### src/rtl/axi_lite_to_wb_bridge.sv
// AXI4-Lite slave to Wishbone classic master bridge.
// Only one Wishbone transaction is in flight at a time. AW and W are captured
// into holding registers independently. A fairness flag alternates writes and
// reads when both are pending. Every output is driven from a register.
module axi_lite_to_wb_bridge #(
    parameter int ADDR_WIDTH = 32,
    parameter int DATA_WIDTH = 32,
    parameter int TIMEOUT    = 255
) (
    input  logic                    clk,
    input  logic                    rst,
    // AXI4-Lite write address channel
    input  logic [ADDR_WIDTH-1:0]   s_awaddr,
    input  logic                    s_awvalid,
    output logic                    s_awready,
    // AXI4-Lite write data channel
    input  logic [DATA_WIDTH-1:0]   s_wdata,
    input  logic [DATA_WIDTH/8-1:0] s_wstrb,
    input  logic                    s_wvalid,
    output logic                    s_wready,
    // AXI4-Lite write response channel
    output logic [1:0]              s_bresp,
    output logic                    s_bvalid,
    input  logic                    s_bready,
    // AXI4-Lite read address channel
    input  logic [ADDR_WIDTH-1:0]   s_araddr,
    input  logic                    s_arvalid,
    output logic                    s_arready,
    // AXI4-Lite read data channel
    output logic [DATA_WIDTH-1:0]   s_rdata,
    output logic [1:0]              s_rresp,
    output logic                    s_rvalid,
    input  logic                    s_rready,
    // Wishbone classic master
    output logic                    wb_cyc_o,
    output logic                    wb_stb_o,
    output logic                    wb_we_o,
    output logic [ADDR_WIDTH-1:0]   wb_adr_o,
    output logic [DATA_WIDTH/8-1:0] wb_sel_o,
    output logic [DATA_WIDTH-1:0]   wb_dat_o,
    input  logic [DATA_WIDTH-1:0]   wb_dat_i,
    input  logic                    wb_ack_i,
    input  logic                    wb_err_i,
    input  logic                    wb_rty_i
);

    localparam int STRB_WIDTH = DATA_WIDTH / 8;
    localparam int TMO_WIDTH  = (TIMEOUT > 1) ? $clog2(TIMEOUT + 1) : 1;
    // Counter value seen during the last stb cycle allowed before an abort.
    localparam logic [TMO_WIDTH-1:0] TMO_LAST = TMO_WIDTH'((TIMEOUT > 0) ? TIMEOUT - 1 : 0);

    localparam logic [1:0] RESP_OKAY   = 2'b00;
    localparam logic [1:0] RESP_SLVERR = 2'b10;
    localparam logic [1:0] RESP_DECERR = 2'b11;

    typedef enum logic [2:0] {
        IDLE,
        WB_WR,
        WB_RD,
        WR_RESP,
        RD_RESP
    } state_e;

    state_e                  state_q,   state_d;

    // Write holding registers
    logic                    aw_full_q, aw_full_d;
    logic [ADDR_WIDTH-1:0]   aw_addr_q, aw_addr_d;
    logic                    w_full_q,  w_full_d;
    logic [DATA_WIDTH-1:0]   w_data_q,  w_data_d;
    logic [STRB_WIDTH-1:0]   w_strb_q,  w_strb_d;

    // Set after a write completes, cleared after a read completes
    logic                    fair_q,    fair_d;
    logic [TMO_WIDTH-1:0]    tmo_q,     tmo_d;

    // Registered AXI outputs
    logic                    awready_q, awready_d;
    logic                    wready_q,  wready_d;
    logic                    arready_q, arready_d;
    logic                    bvalid_q,  bvalid_d;
    logic [1:0]              bresp_q,   bresp_d;
    logic                    rvalid_q,  rvalid_d;
    logic [1:0]              rresp_q,   rresp_d;
    logic [DATA_WIDTH-1:0]   rdata_q,   rdata_d;

    // Registered Wishbone outputs
    logic                    cyc_q,     cyc_d;
    logic                    stb_q,     stb_d;
    logic                    we_q,      we_d;
    logic [ADDR_WIDTH-1:0]   adr_q,     adr_d;
    logic [STRB_WIDTH-1:0]   sel_q,     sel_d;
    logic [DATA_WIDTH-1:0]   dat_q,     dat_d;

    logic                    aw_hs;
    logic                    w_hs;
    logic                    ar_hs;
    logic                    tmo_hit;
    logic                    wb_term;
    logic [1:0]              term_resp;

    assign aw_hs   = s_awvalid && awready_q;
    assign w_hs    = s_wvalid  && wready_q;
    assign ar_hs   = s_arvalid && arready_q;
    assign tmo_hit = (TIMEOUT != 0) && (tmo_q == TMO_LAST);
    assign wb_term = wb_ack_i || wb_err_i || wb_rty_i || tmo_hit;

    // Response code for a terminating cycle: err/rty beat ack, timeout is last.
    always_comb begin
        term_resp = RESP_DECERR;
        if (wb_err_i || wb_rty_i) begin
            term_resp = RESP_SLVERR;
        end else if (wb_ack_i) begin
            term_resp = RESP_OKAY;
        end
    end

    // Next-state, holding-register and registered-output computation.
    always_comb begin
        // NOTE: every signal is given its hold value first so that no path
        // through the case statement leaves one unassigned (no latches).
        state_d   = state_q;
        aw_full_d = aw_full_q;
        aw_addr_d = aw_addr_q;
        w_full_d  = w_full_q;
        w_data_d  = w_data_q;
        w_strb_d  = w_strb_q;
        fair_d    = fair_q;
        tmo_d     = tmo_q;
        bvalid_d  = bvalid_q;
        bresp_d   = bresp_q;
        rvalid_d  = rvalid_q;
        rresp_d   = rresp_q;
        rdata_d   = rdata_q;
        cyc_d     = cyc_q;
        stb_d     = stb_q;
        we_d      = we_q;
        adr_d     = adr_q;
        sel_d     = sel_q;
        dat_d     = dat_q;

        unique case (state_q)
            IDLE: begin
                if (aw_hs) begin
                    aw_full_d = 1'b1;
                    aw_addr_d = s_awaddr;
                end
                if (w_hs) begin
                    w_full_d = 1'b1;
                    w_data_d = s_wdata;
                    w_strb_d = s_wstrb;
                end
                if (aw_full_q && w_full_q) begin
                    state_d = WB_WR;
                    cyc_d   = 1'b1;
                    stb_d   = 1'b1;
                    we_d    = 1'b1;
                    adr_d   = aw_addr_q;
                    sel_d   = w_strb_q;
                    dat_d   = w_data_q;
                    tmo_d   = '0;
                end else if (ar_hs) begin
                    state_d = WB_RD;
                    cyc_d   = 1'b1;
                    stb_d   = 1'b1;
                    we_d    = 1'b0;
                    adr_d   = s_araddr;
                    sel_d   = '1;
                    dat_d   = '0;
                    tmo_d   = '0;
                end
            end

            WB_WR, WB_RD: begin
                if (wb_term) begin
                    cyc_d = 1'b0;
                    stb_d = 1'b0;
                    we_d  = 1'b0;
                    sel_d = '0;
                    dat_d = '0;
                    tmo_d = '0;
                    if (state_q == WB_WR) begin
                        state_d  = WR_RESP;
                        bvalid_d = 1'b1;
                        bresp_d  = term_resp;
                    end else begin
                        state_d  = RD_RESP;
                        rvalid_d = 1'b1;
                        rresp_d  = term_resp;
                        rdata_d  = (term_resp == RESP_OKAY) ? wb_dat_i : '0;
                    end
                end else begin
                    tmo_d = tmo_q + TMO_WIDTH'(1);
                end
            end

            WR_RESP: begin
                if (s_bready) begin
                    state_d   = IDLE;
                    bvalid_d  = 1'b0;
                    aw_full_d = 1'b0;
                    w_full_d  = 1'b0;
                    fair_d    = 1'b1;
                end
            end

            RD_RESP: begin
                if (s_rready) begin
                    state_d  = IDLE;
                    rvalid_d = 1'b0;
                    fair_d   = 1'b0;
                end
            end

            default: begin
                state_d = IDLE;
            end
        endcase

        // Ready flags are registered. They are computed from the next-cycle view,
        // so a register that has just filled never accepts a second beat.
        awready_d = (state_d == IDLE) && !aw_full_d && (!fair_d || !s_arvalid);
        wready_d  = (state_d == IDLE) && !w_full_d  && (!fair_d || !s_arvalid);
        arready_d = (state_d == IDLE) && !aw_full_d && !w_full_d &&
                    (fair_d || (!s_awvalid && !s_wvalid));
    end

    // State and output registers with synchronous active-low reset.
    always_ff @(posedge clk) begin
        // NOTE: sequential state uses non-blocking assignments only, so every
        // register samples the pre-edge values regardless of statement order.
        if (!rst) begin
            state_q   <= IDLE;
            aw_full_q <= 1'b0;
            aw_addr_q <= '0;
            w_full_q  <= 1'b0;
            w_data_q  <= '0;
            w_strb_q  <= '0;
            fair_q    <= 1'b0;
            tmo_q     <= '0;
            awready_q <= 1'b0;
            wready_q  <= 1'b0;
            arready_q <= 1'b0;
            bvalid_q  <= 1'b0;
            bresp_q   <= 2'b00;
            rvalid_q  <= 1'b0;
            rresp_q   <= 2'b00;
            rdata_q   <= '0;
            cyc_q     <= 1'b0;
            stb_q     <= 1'b0;
            we_q      <= 1'b0;
            adr_q     <= '0;
            sel_q     <= '0;
            dat_q     <= '0;
        end else begin
            state_q   <= state_d;
            aw_full_q <= aw_full_d;
            aw_addr_q <= aw_addr_d;
            w_full_q  <= w_full_d;
            w_data_q  <= w_data_d;
            w_strb_q  <= w_strb_d;
            fair_q    <= fair_d;
            tmo_q     <= tmo_d;
            awready_q <= awready_d;
            wready_q  <= wready_d;
            arready_q <= arready_d;
            bvalid_q  <= bvalid_d;
            bresp_q   <= bresp_d;
            rvalid_q  <= rvalid_d;
            rresp_q   <= rresp_d;
            rdata_q   <= rdata_d;
            cyc_q     <= cyc_d;
            stb_q     <= stb_d;
            we_q      <= we_d;
            adr_q     <= adr_d;
            sel_q     <= sel_d;
            dat_q     <= dat_d;
        end
    end

    assign s_awready = awready_q;
    assign s_wready  = wready_q;
    assign s_arready = arready_q;
    assign s_bvalid  = bvalid_q;
    assign s_bresp   = bresp_q;
    assign s_rvalid  = rvalid_q;
    assign s_rresp   = rresp_q;
    assign s_rdata   = rdata_q;
    assign wb_cyc_o  = cyc_q;
    assign wb_stb_o  = stb_q;
    assign wb_we_o   = we_q;
    assign wb_adr_o  = adr_q;
    assign wb_sel_o  = sel_q;
    assign wb_dat_o  = dat_q;

endmodule

### config.mk
export PLATFORM = sky130hd
export DESIGN_NAME = axi_lite_to_wb_bridge
export DESIGN_NICKNAME = d
export VERILOG_FILES = /design/src/rtl/axi_lite_to_wb_bridge.sv
export SDC_FILE = /design/constraint.sdc
export NUM_CORES = 1
export LEC_CHECK = 0
export CORE_MARGIN = 2
export CORE_UTILIZATION = 30
export CTS_CLUSTER_SIZE = 16
export DETAILED_ROUTE_END_ITERATION = 10
export GPL_ROUTABILITY_DRIVEN = 0
export PLACE_DENSITY = 0.63
export SETUP_SLACK_MARGIN = 0.15
export SYNTH_ARGS = -nofsm -noshare
export SYNTH_HDL_FRONTEND = slang
export SYNTH_SLANG_ARGS = --single-unit
### constraint.sdc
create_clock -name clk -period 2.4 [get_ports clk]
set_input_delay 0.24 -clock clk [delete_from_list [all_inputs] [get_ports clk]]
set_output_delay 0.24 -clock clk [all_outputs]
set_load 0.1 [all_outputs]
==> run metrics <==
n_diodes 0; chip height 161 µm; multi-input logic area 3200 µm²; post-DP HPWL 14800 µm; Synth top area share 52.5%; primary flip-flop cell chosen by synthesis mapping dfxtp_1; Tmin final 1.97 ns; row cnt 57; Max Fclk 508 MHz; RSZ-0062 raised after global routing no; top cells by count, synth nand2_1 (247), dfxtp_1 (193), a21oi_1 (84); startpoint types flip-flop; FFs w/ async S/R, synth 0%; Clk pin slew, worst setup/hold paths 0.07 ns; number of routed nets with antenna violations 0; syn_nets 1001; pre-CTS setup slack 0.131 ns; Remaining DRCs 0; CP arrival 2.29 ns; first-pass GRT wire length 34500 µm; Final period util 82.1%; Die Wd 161 µm; clock insertion delay at the later pin of the skew report 0.43 ns; dominant cells by area after synthesis dfxtp_1 (52%), nand2_1 (13%), a21oi_1 (5.7%); P per Cell Area 766 nW/µm²; grt ovf 0; CTS Hold Bufs 0; Vias 6715; sequential cell area 3860 µm²; Peak VDD IR 0.000382 V; Slew Limit Headroom 52.7%; most frequent cell after synthesis nand2_1; post-synth top area cell dfxtp_1; Critical Path, Cell by Cell or3_1 -> nor2_4 -> buf_12 -> nor2_1 -> a311oi_1; antenna violations before repair 0; Hold Crit Class in -> reg; post-CTS sizing 0; DR WL/cell 15.4 µm; kind of cell adding the most delay to the critical path simple AND/OR/NAND/NOR gates; H-tree levels 4; Max-Cap Viols 0; slowest stage cell, crit path or3_1; Final setup viols 0; Setup crit end kind flip-flop; critical path class reg -> reg; Distinct cells, synth 49; Die ar. 25800 µm²; Max FO, Critical Path 64; Initial DRT Pass Iterations 4; Sink Count 193; sequential area share after synthesis 52.5%; CTS root buffer clkbuf_16; Filler cells 2422; initial core utilization 30.5%; Finished Core Util 43.8%; Post-Syn Area 7360 µm²; DRT iter0 DRCs 374; worst reg-to-reg path cell count 5; maximum root-to-sink buffer count 2; final hold vios 0; I/O pins 254; total CTS buffers 17; nets 1231; via/cell ratio 4.72; Worst Hold Slack 0.213 ns; setup_tns 0 ns; outcome finished clean; CP Buf/Inv Count 1; layout cell share with drive strength beyond 1 16.9%; Worst Clk Skew 0.0172 ns; synth warn 0; CP Launch Point state_q[2]; R2R Path Start state_q[2]; EDFF count, synth 0; Synth Instances 857; CP peak stage delay 0.53 ns; critical path required time 2.72 ns; flops & latches, synth 193; largest net degree at the start of global routing 65; Least-Margin Pin Slew 0.710 ns; min-delay src rst; Post-CTS Setup Inserts 0; global-route usage over all layers 16.6%; final wirelength 21900 µm; reg2reg end wb_adr_o[29]; Slew Viols, Final 0; FF-to-FF setup slack 0.43 ns; setup ws final 0.431 ns; area grow syn2layout 43.9%; Avg Cell Area, Syn 8.59 µm²; Total Power 8.11 mW; hold depth 3; Min-Delay Endpoint s_bresp[0]; I/O Buffers 253; vias in the first global route 6470; Core Area 24200 µm²; P_leak 4.21 nW; CTS tree yes
## registers in the layout (all words and copies together) (netlist names), 2 cells and up
signal,flops
aw_addr_q,32
s_rdata,32
w_data_q,32
wb_adr_o,32
wb_dat_o,32
tmo_q,8
w_strb_q,4
wb_sel_o,4
state_q,3
s_bresp,2
s_rresp,2
## cell families (layout without fill, tap and decap cells)
| group | after synthesis | count (layout) | share of synthesized area (%) |
|---|---|---|---|
| simple gates | 362 | 362 | 20.4 |
| flops | 193 | 193 | 52.5 |
| compound gates | 186 | 186 | 17.4 |
| buf+inv | 77 | 320 | 4.52 |
| mux | 32 | 32 | 4.35 |
| xor+xnor | 5 | 5 | 0.595 |
| fa+ha+maj | 2 | 2 | 0.340 |
## cell usage in the layout, fill, tap and decap left out, types with 2 or more instances in the layout
cell type / netlist / routed
nand2_1: 247 / 247
dfxtp_1: 193 / 193
clkdlybuf4s50_1: 0 / 140
buf_4: 4 / 133
a21oi_1: 84 / 84
nor2_1: 49 / 46
nand3_1: 39 / 38
a22o_1: 33 / 33
mux2i_1: 32 / 32
a311oi_1: 32 / 32
clkbuf_16: 0 / 17
o21ai_0: 12 / 12
inv_1: 9 / 9
or3_1: 6 / 6
o22ai_1: 6 / 6
inv_6: 0 / 5
buf_12: 0 / 4
nor3_1: 3 / 3
o211ai_1: 3 / 3
xnor2_1: 3 / 3
and3_1: 2 / 2
nor2_2: 0 / 2
clkinv_2: 0 / 2
xor2_1: 2 / 2
or2_2: 2 / 2
or3b_2: 2 / 2
nor2b_1: 2 / 2
a2111oi_2: 2 / 2
a21o_1: 2 / 2
a211oi_1: 2 / 2
ha_1: 2 / 2
clkinvlp_4: 0 / 2
bufinv_16: 0 / 2
inv_8: 0 / 2
## layout make-up
class	instances	area share, %
Timing Repair Buffer	278	23.5
Inverter	10	0.366
Multi-Input combinational cell	587	30.2
Sequential cell	193	36.5
Clock inverter	14	1.62
Tap cell	324	3.83
Clock buffer	18	4.05
## power breakdown
part	internal, mW	switching [mW]	total [mW]
sequential	3.39	0.117	3.51
clock	1.58	1.34	2.92
combinational	0.553	1.13	1.68
total	5.52	2.59	8.11
## routing by layer
| metal | wire length [µm] | track usage, % | vias to the layer above | share of wire, % |
|---|---|---|---|---|
| met5 | 0 | 0 | - | 0 |
| met4 | 287 | 4.79 | 0 | 1.3 |
| met3 | 1790 | 5.19 | 14 | 8.2 |
| met2 | 9740 | 27.0 | 215 | 45 |
| met1 | 10000 | 21.3 | 3092 | 46 |
| li1 | - | - | 3394 | - |
## worst max path at each step
stage                   end  slack [ns]  cells after the start
4_1_cts        wb_dat_o[23]        0.42                      7
6_report       wb_adr_o[29]        0.43                      5
3_3_place_gp    wb_dat_o[8]        0.15                      6
3_5_place_dp   wb_dat_o[18]        0.13                      6
5_1_grt        wb_dat_o[25]        0.28                      7
2_1_floorplan  wb_adr_o[10]        0.30                      6
## worst register-to-register path, delay by kind of cell (launching register included)
kind	cells	cell delay, ns
AOI/OAI and AO/OA	1	0.28
buffers and inverters	1	0.28
DFF	1	0.44
and+or+nand+nor	3	0.87
## metrics by stage
step           instance area [µm²]  instances
2_1_floorplan                 7360        857
3_3_place_gp                  9990       1392
3_5_place_dp                  9990       1392
4_1_cts                      10600       1424
5_1_grt                      10600       1424
6_report                     10600       1424
(Power assumes the default switching activity.)
